`config.mk`:
```
export PLATFORM = sky130hd
export DESIGN_NAME = lsu_bus_ctrl
export DESIGN_NICKNAME = d
export VERILOG_FILES = /design/src/rtl/lsu_bus_ctrl.sv
export SDC_FILE = /design/constraint.sdc
export NUM_CORES = 1
export LEC_CHECK = 0
export CAP_MARGIN = 10
export CORE_UTILIZATION = 45
export DETAILED_ROUTE_END_ITERATION = 8
export GPL_TIMING_DRIVEN = 0
export HOLD_SLACK_MARGIN = 0.03
export PLACE_DENSITY = 0.84
export SYNTH_ARGS = -nofsm -noshare
export SYNTH_HDL_FRONTEND = slang
export SYNTH_SLANG_ARGS = --single-unit
```
`constraint.sdc`:
```
create_clock -name clk -period 5.65 [get_ports clk]
set_clock_uncertainty 0.2 [all_clocks]
set_input_delay 0.8475 -clock clk [delete_from_list [all_inputs] [get_ports clk]]
set_output_delay 0.8475 -clock clk [all_outputs]
set_load 0.05 [all_outputs]
```
`src/rtl/lsu_bus_ctrl.sv`:
```
// lsu_bus_ctrl: load/store bus controller for the MW stage.
// Accepts one memory request at a time and runs a req/ack transaction on the
// data bus. It stalls the pipeline via lsu_busy while the access is
// outstanding, then returns a one-cycle rsp_valid with extended load data.
// Misaligned or unsupported accesses complete without a bus cycle. A bus
// that never acks is abandoned after TIMEOUT cycles.
module lsu_bus_ctrl #(
   parameter int TIMEOUT = 255
) (
   input  logic        clk,
   input  logic        reset,
   input  logic        req_valid,
   input  logic        req_we,
   input  logic [2:0]  req_funct3,
   input  logic [31:0] req_addr,
   input  logic [31:0] req_wdata,
   output logic        lsu_busy,
   output logic        rsp_valid,
   output logic [31:0] rsp_rdata,
   output logic        misalign,
   output logic        timeout,
   output logic        bus_req,
   output logic        bus_we,
   output logic [31:0] bus_addr,
   output logic [3:0]  bus_be,
   output logic [31:0] bus_wdata,
   input  logic        bus_ack,
   input  logic [31:0] bus_rdata
);

   localparam int CNT_W = $clog2(TIMEOUT + 1);
   localparam logic [CNT_W-1:0] CNT_LAST = CNT_W'(TIMEOUT - 1);

   typedef enum logic [1:0] {IDLE, ACCESS, RESP} state_t;

   state_t           state_reg;
   logic [CNT_W-1:0] cnt_reg;
   logic [2:0]       funct3_reg;
   logic [1:0]       lane_reg;

   logic        f3_legal;
   logic        aligned;
   logic        req_ok;
   logic [3:0]  be_next;
   logic [31:0] wdata_next;
   logic [7:0]  load_byte;
   logic [15:0] load_half;
   logic [31:0] load_data;

   // Legality: loads allow LB/LH/LW/LBU/LHU, stores only SB/SH/SW;
   // alignment depends on the access size in funct3[1:0].
   always_comb begin
      f3_legal = 1'b0;
      case (req_funct3)
         3'b000, 3'b001, 3'b010: f3_legal = 1'b1;
         3'b100, 3'b101:         f3_legal = !req_we;
         default:                f3_legal = 1'b0;
      endcase
      aligned = 1'b1;
      case (req_funct3[1:0])
         2'b01:   aligned = !req_addr[0];
         2'b10:   aligned = (req_addr[1:0] == 2'b00);
         default: aligned = 1'b1;
      endcase
      req_ok = f3_legal && aligned;
   end

   // Per-lane byte enable and replicated store data. Each byte lane picks
   // its enable and source byte from the access size and the address.
   generate
      for (genvar gi = 0; gi < 4; gi++) begin : g_lane
         localparam logic [1:0] LANE = 2'(gi);
         assign be_next[gi] = (req_funct3[1:0] == 2'b00) ? (req_addr[1:0] == LANE) :
                              (req_funct3[1:0] == 2'b01) ? (req_addr[1] == LANE[1]) :
                              1'b1;
         assign wdata_next[8*gi +: 8] = (req_funct3[1:0] == 2'b00) ? req_wdata[7:0] :
                                        (req_funct3[1:0] == 2'b01) ? req_wdata[8*(gi%2) +: 8] :
                                        req_wdata[8*gi +: 8];
      end
   endgenerate

   // Load extraction from the acked bus word using the latched lane/funct3.
   always_comb begin
      load_byte = 8'h00;
      case (lane_reg)
         2'd0:    load_byte = bus_rdata[7:0];
         2'd1:    load_byte = bus_rdata[15:8];
         2'd2:    load_byte = bus_rdata[23:16];
         default: load_byte = bus_rdata[31:24];
      endcase
      load_half = lane_reg[1] ? bus_rdata[31:16] : bus_rdata[15:0];
      load_data = bus_rdata;
      case (funct3_reg)
         3'b000:  load_data = {{24{load_byte[7]}}, load_byte};
         3'b001:  load_data = {{16{load_half[15]}}, load_half};
         3'b100:  load_data = {24'h000000, load_byte};
         3'b101:  load_data = {16'h0000, load_half};
         default: load_data = bus_rdata;
      endcase
   end

   // Stall while a request is being accepted or the bus access is pending.
   // Held low during reset so a reset cycle never stalls the pipeline.
   assign lsu_busy = !reset && (((state_reg == IDLE) && req_valid) || (state_reg == ACCESS));

   // Controller FSM with registered bus and response outputs.
   always_ff @(posedge clk) begin
      if (reset) begin
         state_reg  <= IDLE;
         cnt_reg    <= '0;
         funct3_reg <= 3'b000;
         lane_reg   <= 2'b00;
         bus_req    <= 1'b0;
         bus_we     <= 1'b0;
         bus_addr   <= 32'h0;
         bus_be     <= 4'h0;
         bus_wdata  <= 32'h0;
         rsp_valid  <= 1'b0;
         rsp_rdata  <= 32'h0;
         misalign   <= 1'b0;
         timeout    <= 1'b0;
      end else begin
         // Response outputs are single-cycle pulses unless set below.
         rsp_valid <= 1'b0;
         rsp_rdata <= 32'h0;
         misalign  <= 1'b0;
         timeout   <= 1'b0;
         case (state_reg)
            IDLE: begin
               if (req_valid) begin
                  funct3_reg <= req_funct3;
                  lane_reg   <= req_addr[1:0];
                  bus_addr   <= {req_addr[31:2], 2'b00};
                  bus_be     <= be_next;
                  bus_wdata  <= wdata_next;
                  cnt_reg    <= '0;
                  if (req_ok) begin
                     state_reg <= ACCESS;
                     bus_req   <= 1'b1;
                     bus_we    <= req_we;
                  end else begin
                     state_reg <= RESP;
                     rsp_valid <= 1'b1;
                     misalign  <= 1'b1;
                  end
               end
            end
            ACCESS: begin
               // An ack in the same cycle as the wait limit takes priority.
               if (bus_ack) begin
                  state_reg <= RESP;
                  bus_req   <= 1'b0;
                  bus_we    <= 1'b0;
                  rsp_valid <= 1'b1;
                  rsp_rdata <= bus_we ? 32'h0 : load_data;
               end else if (cnt_reg == CNT_LAST) begin
                  state_reg <= RESP;
                  bus_req   <= 1'b0;
                  bus_we    <= 1'b0;
                  rsp_valid <= 1'b1;
                  timeout   <= 1'b1;
               end else begin
                  cnt_reg <= cnt_reg + CNT_W'(1);
               end
            end
            RESP: begin
               state_reg <= IDLE;
            end
            default: begin
               state_reg <= IDLE;
            end
         endcase
      end
   end

endmodule

```
==> impl_results.md <==
- Post-Synthesis Cells: 603
- Most frequent cells in the layout: clkdlybuf4s50_1 (207), nand2_1 (157), dfxtp_1 (118)
- Slew Viols, Final: 0
- Port bufs: slightly above 200
- Hold WS: between 0.2 and 0.3 ns
- FFs w/ async S/R, synth: 0
- Die ar.: roughly 0.011 mm²
- Crit path max-delay cell type: clkdlybuf4s50_1
- Min Tclk post-route: 4.25 ns
- Worst Hold Depth: 2
- WL met1: approximately 6.2 mm
- FF-to-FF End: bus_wdata[23]
- Worst VDD drop: around 0.00019 V
- Postcts setup bufs: 0
- Worst path cell trace: clkdlybuf4s50_1 -> clkbuf_1 -> clkbuf_1 -> nor2_1 -> o21a_1 -> clkdlybuf4s50_1
- Rel. slew slack: 0.490
- RD Place Congestion: 0.962
- DRC Markers: 0
- Min-delay worst type: flip-flop to flip-flop
- Iter 0 DRT Violations: about 300
- Routed Antenna Nets: 0
- Critical setup path kind: primary input to output port
- Non-Filler Instances: between 900 and 1000
- Clock Latency Late Sink: roughly 0.50 ns
- CTS root buf: clkbuf_8
- Vias: between 5000 and 6000
- Die W: about 110 µm
- Vias in the first global route: ~5200
- Seq/Total Area, Yosys: 0.481
- Max-Cap Viols: 0
- Status: completed
- Crit Reg-Reg Startpoint: state_reg[0]
- CP required: roughly 4.6 ns
- CTS tree: yes
- Die span in y: about 110 µm
- Largest net degree at the start of global routing: 17
- Synthesized flop and latch total: 118
- Final period util: 0.753
- Top flop regs: bus_wdata: 32 flops, rsp_rdata: 32 flops, bus_addr: 30 flops
- Distinct cells, synth: 46
- Number of CTS-inserted buffers: 17
- Worst setup path startpoint: reset
- Ant diodes: 0
- Routed length per placed instance: 16.6 µm
- Post-Synth Simple-Gate Area: 0.205
- Worst setup path end: lsu_busy
- Unrepaired setup endpoints after global routing: no
- Top-level port count: 210
- Ys Warns: 0
- Leak: a little under 0.003 µW
- Initial antenna violation count: 0
- R2r setup slk: 3.45 ns
- Hold Vio Cnt, Final: 0
- Power Dens Cells: roughly 330 mW/mm²
- Post-synthesis adder-cell area fraction: 0.0127
- Hold buffer count at CTS: 0
- Arrival time worst endpoint: about 3.2 ns
- Xor/xnor share of the synthesized area: 0.0107
- FP Rows: 37
- Highest routed metal layer: met4
- Slew @ Worst Pin: between 0.7 and 0.8 ns
- Cell depth of the worst flop-to-flop path: 6
- Core Box Area: between 0.01 and 0.015 mm²
- Main flop type after synthesis: dfxtp_1
- Compound-Gate Fraction of Synth Area: 0.214
- Syn Area/Cell: ~8.1 µm²
- Total track usage: 0.291
- Critical Path Max Stage Delay: approximately 0.69 ns
- Area of the mapped netlist: just under 0.005 mm²
- CTS sink count: approximately 120
- Clock Path Buffers: 2
- Met3 wire length: between 1.5 and 2 mm
- Largest family of logic cells by synthesized area: compound AO/OA/AOI/OAI gates
- Maximum clock frequency: 0.235 GHz
- DP Cell Count: ~950
- Effective utilization at floorplan: 0.469
- DRT Pass-1 Iters: 5
- Post-synth EDFFs: 0
- Resized Gates After CTS: 0
- Vias per inst: between 5 and 6
- Share of layout cells above drive strength 1: 0.0747
- Area growth from synthesis to layout: 58.5%
- HPWL after detailed placement: 12.1 mm
- CTS clk-pin slew, worst paths: approximately 0.06 ns
- Post-synthesis mux area share: 0.0204
- Final setup violation count: 0
- Routed wire length: 16.2 mm
- Final #Nets: about 940
- CP Launch Type: primary input
- Congestion Overflow GR: 0
- WL met2: 7.95 mm
- First-pass GRT wire length: about 26 mm
- Final TNS setup: 0 ns
- CP endpoint kind: output port
- # H-tree levels: 4
- Critical Path Fanout Max: 10
- Commonest non-fill, non-tap cell in the layout: clkdlybuf4s50_1
## report_power, final
part           switching [µW]  total [µW]  internal (µW)
clock network             394        1130            734
logic                     341         538            197
registers                27.1         906            879
## area by class of cell
type                    instances  area (µm²)
plain buffers                  46         193
clock inverters                13         195
inverters                      22        82.6
well taps                     136         170
repair buffers                207        2070
clock buffers                  19         432
flip-flops and latches        118        2360
fillers                       747        2680
multi-input cells             418        2280
## layer usage
metal,track usage,up-vias
li1,-,2502
met1,0.322,2412
met2,0.498,319
met3,0.106,39
met4,0.127,0
met5,0,-
## cells by family after synthesis
group	after synthesis
adders and majority gates	5
other	1
AOI/OAI and AO/OA	159
xor gates and xnor gates	6
and+or+nand+nor	236
buffers and inverters	68
DFF	118
muxes	10
## metrics by stage
| stage | area [µm²] | total power (µW) | util | setup WS, ns |
|---|---|---|---|---|
| after floorplan | 4910 | 1230 | - | 2.81 |
| after global placement | 7160 | 1440 | 0.684 | 1.45 |
| after detailed placement | 7160 | 1450 | 0.684 | 1.43 |
| after CTS | 7780 | 2570 | 0.744 | 1.42 |
| after global routing | 7780 | 2660 | 0.744 | 1.31 |
| final | 7780 | 2570 | 0.744 | 1.40 |
## critical path, delay by kind of cell
family | cells | cell delay (ns)
buffers and inverters | 4 | 2.06
AOI/OAI and AO/OA | 1 | 0.14
and+or+nand+nor | 1 | 0.15
## cell usage after synthesis, types with 6 or more instances
master,n,share of area
o221a_2,7,0.016
clkbuf_1,31,0.024
mux2i_1,10,0.020
nor2_1,41,0.031
nand2_1,157,0.12
inv_1,22,0.017
xnor2_1,6,0.011
o21ai_0,25,0.025
a31oi_1,8,0.010
nor3_1,6,0.0061
nand2b_1,13,0.017
dfxtp_1,118,0.48
a311oi_1,16,0.029
buf_2,10,0.010
a21oi_1,76,0.077
## how the worst min path moves through the flow
stage	from	slack, ns	end
floorplan	funct3_reg[2]	0.24	funct3_reg[2]
global placement	bus_addr[16]	0.24	bus_addr[16]
detailed placement	bus_wdata[5]	0.25	bus_wdata[5]
CTS	bus_wdata[5]	0.25	bus_wdata[5]
global route	bus_wdata[5]	0.27	bus_wdata[5]
finish	bus_wdata[5]	0.25	bus_wdata[5]
No activity file was read; power rests on OpenSTA's default activity.
